`src/rtl/sobel_scan_ctrl_if.sv`:
```
// Handshake bundle between the Sobel scan controller, the upstream pixel
// source and the downstream window consumer.
interface sobel_scan_ctrl_if #(
   parameter int coord_width_p = 16
);
   logic                     start_i;
   logic                     in_valid_i;
   logic                     in_ready_o;
   logic                     shift_en_o;
   logic                     out_valid_o;
   logic                     out_ready_i;
   logic [coord_width_p-1:0] x_o;
   logic [coord_width_p-1:0] y_o;
   logic                     busy_o;
   logic                     frame_done_o;
   logic                     dbg_state_o;

   // Both channels are valid/ready: a beat transfers on a rising edge where
   // valid and ready are both high; valid and its payload hold until then.
   modport slave (
      input  start_i, in_valid_i, out_ready_i,
      output in_ready_o, shift_en_o, out_valid_o, x_o, y_o,
             busy_o, frame_done_o, dbg_state_o
   );

   modport master (
      output start_i, in_valid_i, out_ready_i,
      input  in_ready_o, shift_en_o, out_valid_o, x_o, y_o,
             busy_o, frame_done_o, dbg_state_o
   );
endinterface

```
`src/rtl/sobel_scan_ctrl.sv`:
```
// Raster-scan controller for a 3x3 Sobel window: counts accepted pixels and
// announces each complete window centre downstream, one cycle after its last pixel.
module sobel_scan_ctrl #(
   parameter int width_p       = 640,
   parameter int height_p      = 480,
   parameter int coord_width_p = 16
) (
   input logic              clk_i,
   input logic              reset_i,
   sobel_scan_ctrl_if.slave bus
);
   typedef enum logic {IDLE_S = 1'b0, ACTIVE_S = 1'b1} state_e;

   localparam logic [coord_width_p-1:0] last_col_c = coord_width_p'(width_p - 1);
   localparam logic [coord_width_p-1:0] last_row_c = coord_width_p'(height_p - 1);
   localparam logic [coord_width_p-1:0] one_c      = coord_width_p'(1);
   localparam logic [coord_width_p-1:0] two_c      = coord_width_p'(2);

   state_e                   state_q, state_d;
   logic [coord_width_p-1:0] col_q, col_d, row_q, row_d;
   logic [coord_width_p-1:0] x_q, x_d, y_q, y_d;
   logic                     out_valid_q, out_valid_d;
   logic                     frame_done_q, frame_done_d;
   logic                     in_ready, accept, last_pix, win_valid;

   always_ff @(posedge clk_i or posedge reset_i) begin
      if (reset_i) begin
         state_q      <= IDLE_S;
         col_q        <= '0;
         row_q        <= '0;
         x_q          <= '0;
         y_q          <= '0;
         out_valid_q  <= 1'b0;
         frame_done_q <= 1'b0;
      end else begin
         state_q      <= state_d;
         col_q        <= col_d;
         row_q        <= row_d;
         x_q          <= x_d;
         y_q          <= y_d;
         out_valid_q  <= out_valid_d;
         frame_done_q <= frame_done_d;
      end
   end

   always_comb begin
      state_d      = state_q;
      col_d        = col_q;
      row_d        = row_q;
      x_d          = x_q;
      y_d          = y_q;
      out_valid_d  = out_valid_q;
      frame_done_d = 1'b0;

      // A held window blocks upstream so the line buffers never overrun it.
      in_ready  = (state_q == ACTIVE_S) && (!out_valid_q || bus.out_ready_i);
      accept    = bus.in_valid_i && in_ready;
      last_pix  = (col_q == last_col_c) && (row_q == last_row_c);
      win_valid = (col_q >= two_c) && (row_q >= two_c);

      if (bus.out_ready_i) out_valid_d = 1'b0;

      unique case (state_q)
         IDLE_S: begin
            if (bus.start_i) begin
               state_d = ACTIVE_S;
               col_d   = '0;
               row_d   = '0;
            end
         end
         ACTIVE_S: begin
            if (accept) begin
               if (win_valid) begin
                  out_valid_d = 1'b1;
                  x_d         = col_q - one_c;
                  y_d         = row_q - one_c;
               end
               if (last_pix) begin
                  state_d      = IDLE_S;
                  frame_done_d = 1'b1;
                  col_d        = '0;
                  row_d        = '0;
               end else if (col_q == last_col_c) begin
                  col_d = '0;
                  row_d = row_q + one_c;
               end else begin
                  col_d = col_q + one_c;
               end
            end
         end
         default: state_d = IDLE_S;
      endcase
   end

   assign bus.in_ready_o   = in_ready;
   assign bus.shift_en_o   = accept;
   assign bus.out_valid_o  = out_valid_q;
   assign bus.x_o          = x_q;
   assign bus.y_o          = y_q;
   assign bus.busy_o       = (state_q == ACTIVE_S);
   assign bus.frame_done_o = frame_done_q;
   assign bus.dbg_state_o  = state_q;
endmodule

```
`src/flat_wrapper.sv`:
```
// flat-port wrapper written by rule: the top's interface ports become plain ports
module sobel_scan_ctrl_flat 
#(
   parameter int width_p       = 640,
   parameter int height_p      = 480,
   parameter int coord_width_p = 16
)
  (clk_i, reset_i, bus_start_i, bus_in_valid_i, bus_out_ready_i, bus_in_ready_o, bus_shift_en_o, bus_out_valid_o, bus_x_o, bus_y_o, bus_busy_o, bus_frame_done_o, bus_dbg_state_o);
  sobel_scan_ctrl_if #(.coord_width_p(coord_width_p)) bus_i ();
  input logic clk_i;
  input logic reset_i;
  input wire logic [$bits(bus_i.start_i)-1:0] bus_start_i;
  input wire logic [$bits(bus_i.in_valid_i)-1:0] bus_in_valid_i;
  input wire logic [$bits(bus_i.out_ready_i)-1:0] bus_out_ready_i;
  output wire logic [$bits(bus_i.in_ready_o)-1:0] bus_in_ready_o;
  output wire logic [$bits(bus_i.shift_en_o)-1:0] bus_shift_en_o;
  output wire logic [$bits(bus_i.out_valid_o)-1:0] bus_out_valid_o;
  output wire logic [$bits(bus_i.x_o)-1:0] bus_x_o;
  output wire logic [$bits(bus_i.y_o)-1:0] bus_y_o;
  output wire logic [$bits(bus_i.busy_o)-1:0] bus_busy_o;
  output wire logic [$bits(bus_i.frame_done_o)-1:0] bus_frame_done_o;
  output wire logic [$bits(bus_i.dbg_state_o)-1:0] bus_dbg_state_o;
  assign bus_i.start_i = bus_start_i;
  assign bus_i.in_valid_i = bus_in_valid_i;
  assign bus_i.out_ready_i = bus_out_ready_i;
  assign bus_in_ready_o = bus_i.in_ready_o;
  assign bus_shift_en_o = bus_i.shift_en_o;
  assign bus_out_valid_o = bus_i.out_valid_o;
  assign bus_x_o = bus_i.x_o;
  assign bus_y_o = bus_i.y_o;
  assign bus_busy_o = bus_i.busy_o;
  assign bus_frame_done_o = bus_i.frame_done_o;
  assign bus_dbg_state_o = bus_i.dbg_state_o;
  sobel_scan_ctrl #(.width_p(width_p), .height_p(height_p), .coord_width_p(coord_width_p)) u_core (.clk_i(clk_i), .reset_i(reset_i), .bus(bus_i));
endmodule
```
`config.mk`:
```
export PLATFORM = sky130hd
export DESIGN_NAME = sobel_scan_ctrl_flat
export DESIGN_NICKNAME = d
export VERILOG_FILES = /design/src/rtl/sobel_scan_ctrl_if.sv /design/src/rtl/sobel_scan_ctrl.sv /design/src/flat_wrapper.sv
export SDC_FILE = /design/constraint.sdc
export NUM_CORES = 1
export LEC_CHECK = 0
export BUFFER_PORTS_ARGS = -buffer_cell sky130_fd_sc_hd__buf_2
export CORE_MARGIN = 2
export CORE_UTILIZATION = 45
export CTS_CLUSTER_DIAMETER = 150
export CTS_CLUSTER_SIZE = 8
export DETAILED_ROUTE_END_ITERATION = 6
export PLACE_DENSITY = 0.71
export SLEW_MARGIN = 20
export SYNTH_ARGS = -nofsm -noshare
export SYNTH_HDL_FRONTEND = slang
export SYNTH_SLANG_ARGS = --single-unit
```
`constraint.sdc`:
```
create_clock -name clk_i -period 2.8 [get_ports clk_i]
set_input_delay 0.28 -clock clk_i [delete_from_list [all_inputs] [get_ports clk_i]]
set_output_delay 0.28 -clock clk_i [all_outputs]
set_load 0.01 [all_outputs]
```
==> summary.md <==
| Metric | Value |
|---|---|
| Status | complete, no violations |
| Setup Fix Bufs, Post-CTS | 0 |
| Worst slew pin tran | 0.882 ns |
| Fin crit share | 92.0% |
| Drt first pass iters | 4 |
| Reg-to-reg startpoint | u_core.col_q[5]$_DFFE_PP0P_ |
| Bufs on Longest Clock Path | 2 |
| Main synth FF type | dfrtp_1 |
| Tot GR Track Use | 19.3% |
| Reg clk slew, reported paths | 0.07 ns |
| Die X | 95.8 um |
| Worst setup path startpoint | u_core.col_q[5]$_DFFE_PP0P_ |
| Final Hold Fails | 0 |
| Clk_lat worst skew | 0.35 ns |
| Placer Congestion | 0.900 |
| Final Power | 2960 uW |
| Clock sinks | 67 |
| Vias | 3,021 |
| Fraction of registers with async set/reset | 100% |
| Number of I/O port buffers | 42 |
| Syn_nets | 402 |
| Starting Density | 46.4% |
| Post-synth top area cell | dfrtp_1 |
| Startpoint Class | register |
| Pint | 2000 uW |
| CTS root buffer | clkbuf_8 |
| Synth unique cells | 51 |
| Via density per instance | 5.63 |
| Die H | 95.8 um |
| CTS tree | done |
| Initial antenna violation count | 0 |
| Rel. slew slack | 40.9% |
| YS warnings | 0 |
| Sw Ratio | 32.5% |
| Sw Pwr | 963 uW |
| Clock share of power | 26.8% |
| Dpl hpwl | 6.01 mm |
| CP required | 3.03 ns |
| Slew Viols, Final | 0 |
| Most common cell in the netlist | dfrtp_1 |
| Antenna-violating nets left | 0 |
| Final net count | 439 |
| Crit path DAT | 2.81 ns |
| Fin area | 0.00433 sq mm |
| Peak supply drop | 302 uV |
| Max-cap viol count | 0 |
| Final Skew | 0.00735 ns |
| Combinational power share | 28.3% |
| Flop pwr share | 44.9% |
| Layout area overhead | 14.0% |
| Setup_tns | 0 ns |
| Hold Path Class | in -> async |
| RSZ-0062 raised after global routing | false |
| Power Dens Cells | 685 mW/mm^2 |
| Ports | 43 |
| First-pass GRT wire length | 13.6 mm |
| WS Path Type | reg -> reg |
| Post-synth top area share | 44.2% |
| Num CTS Buffers | 9 |
| DRT Wirelength | 8.38 mm |
| # setup viols final | 0 |
| N_diodes | 0 |
| H-tree depth | 3 |
| Vias in the first global route | 2,794 |
| Cell row count | 33 |
| Synthesized flop and latch total | 67 |
| Leak pwr | 0.00200 uW |
| Synth Cell Area | 0.00379 sq mm |
| Placed cell areas | 0.00413 sq mm |
| Number of gates resized after cts | 0 |
| F_max | 388 MHz |
| Area contributors post-synth | dfrtp_1 44%, mux2_2 4.7%, mux2_1 4.5% |
| Crit path time final | 2.58 ns |
| Average routed wire per standard cell | 15.6 um |
| Number of enable flip-flop cells after synthesis | 0 |
| DRC | 0 |
| Synthesized instance count | 391 |
| First DRT Iteration DRCs | 232 |
| Top cell types by occurrence after synthesis | 67 x dfrtp_1, 27 x nand2_1, 21 x nor2_1 |
| Register area share after synthesis | 44.2% |
| Cts-stage hold buffer count | 0 |
| GRT overflow | 0 |
| Core Area | 0.00818 sq mm |
| Largest net degree at the start of global routing | 68 |
| Crit. End Element | register |
| Avg Inst Size Synth | 9.71 sq um |
| Layout fillers | 750 |
| Largest fanout on the critical path | 11 |
| Share of post-route cells with drive strength above 1 | 22.2% |
| DIE AREA | 0.00918 sq mm |
-- cell type report --
| type | count | area (sq um) | share of cell area (%) |
|---|---|---|---|
| Inverter | 12 | 45.0 | 1.04 |
| Sequential cell | 67 | 1680 | 38.8 |
| Timing Repair Buffer | 57 | 335 | 7.75 |
| Multi-Input combinational cell | 281 | 1940 | 44.8 |
| Clock buffer | 14 | 193 | 4.45 |
| Clock inverter | 1 | 5.00 | 0.116 |
| Tap cell | 105 | 131 | 3.04 |
-- final timing paths --
kind / end / cells after the start / slack [ns]
min reg2reg: u_core.bus.x_o[7]$_DFFE_PP0P_ / 1 / 0.48
min: u_core.bus.frame_done_o$_DFF_PP0_ / 3 / 0.18
max in group asynchronous: u_core.bus.x_o[15]$_DFFE_PP0P_ / 3 / 2.07
max: u_core.bus.x_o[13]$_DFFE_PP0P_ / 7 / 0.22
max reg2reg: u_core.bus.x_o[13]$_DFFE_PP0P_ / 7 / 0.22
min in group clk_i: u_core.col_q[6]$_DFFE_PP0P_ / 4 / 0.33
-- power groups by stage --
stage	registers (uW)	logic [uW]	clock network (uW)
6_report	1330	840	793
5_1_grt	1360	931	858
4_1_cts	1330	851	808
3_5_place_dp	1350	847	0
3_3_place_gp	1340	827	0
2_1_floorplan	1350	529	0
-- critical path: stages (launching register included) --
cell and delay, ns:
dfrtp_1 0.55, or3_1 0.22, nor4_1 0.06, buf_4 0.16, and3_1 0.15, nor3_2 0.66, buf_4 0.30, mux2_2 0.35
-- routing by layer --
layer	vias to the layer above	routed length, um	global-route usage [%]
li1	1455	-	-
met1	1471	4030	28.5
met2	88	3720	28.0
met3	7	523	4.15
met4	0	102	6.67
met5	-	0	0
-- state kept, by name, summed over array words and instances, names as in the netlist --
signal / count
u_core.bus.x_o: 16
u_core.row_q: 16
u_core.bus.frame_done_o: 1
u_core.bus.out_valid_o: 1
u_core.bus.busy_o: 1
u_core.col_q: 16
u_core.bus.y_o: 16
-- cells by family (layout without fill, tap and decap cells) --
| group | Yosys count | after routing | share of synthesized area, % |
|---|---|---|---|
| adder cells (fa/ha/maj) | 6 | 6 | 1.98 |
| flip-flops | 67 | 67 | 44.2 |
| AND/OR/NAND/NOR | 155 | 155 | 23.2 |
| multiplexers | 32 | 32 | 9.46 |
| XOR/XNOR | 38 | 38 | 8.77 |
| AO/OA/AOI/OAI | 50 | 50 | 7.55 |
| buffers and inverters | 43 | 84 | 4.85 |
-- cell usage in the layout, fill, tap and decap left out, types with 14 or more instances in the layout --
master	n
a21oi_1	17
buf_4	14
dfrtp_1	67
nor3_1	15
o21ai_0	16
mux2_2	16
xor2_1	19
buf_2	42
xnor2_1	19
nand2_1	27
nand3_1	18
nor2_1	21
mux2_1	15
clkbuf_8	14
-- per-stage QoR --
stage,hold slack (ns),util (%),cells,worst slack (ns)
floorplan,0.478,-,391,0.615
global placement,0.464,50.5,522,0.385
detailed placement,0.471,50.5,522,0.253
CTS,0.206,52.9,537,0.232
global route,0.260,52.9,537,0.119
finish,0.177,52.9,537,0.224
Note: power is estimated with default switching activity, not from simulation.
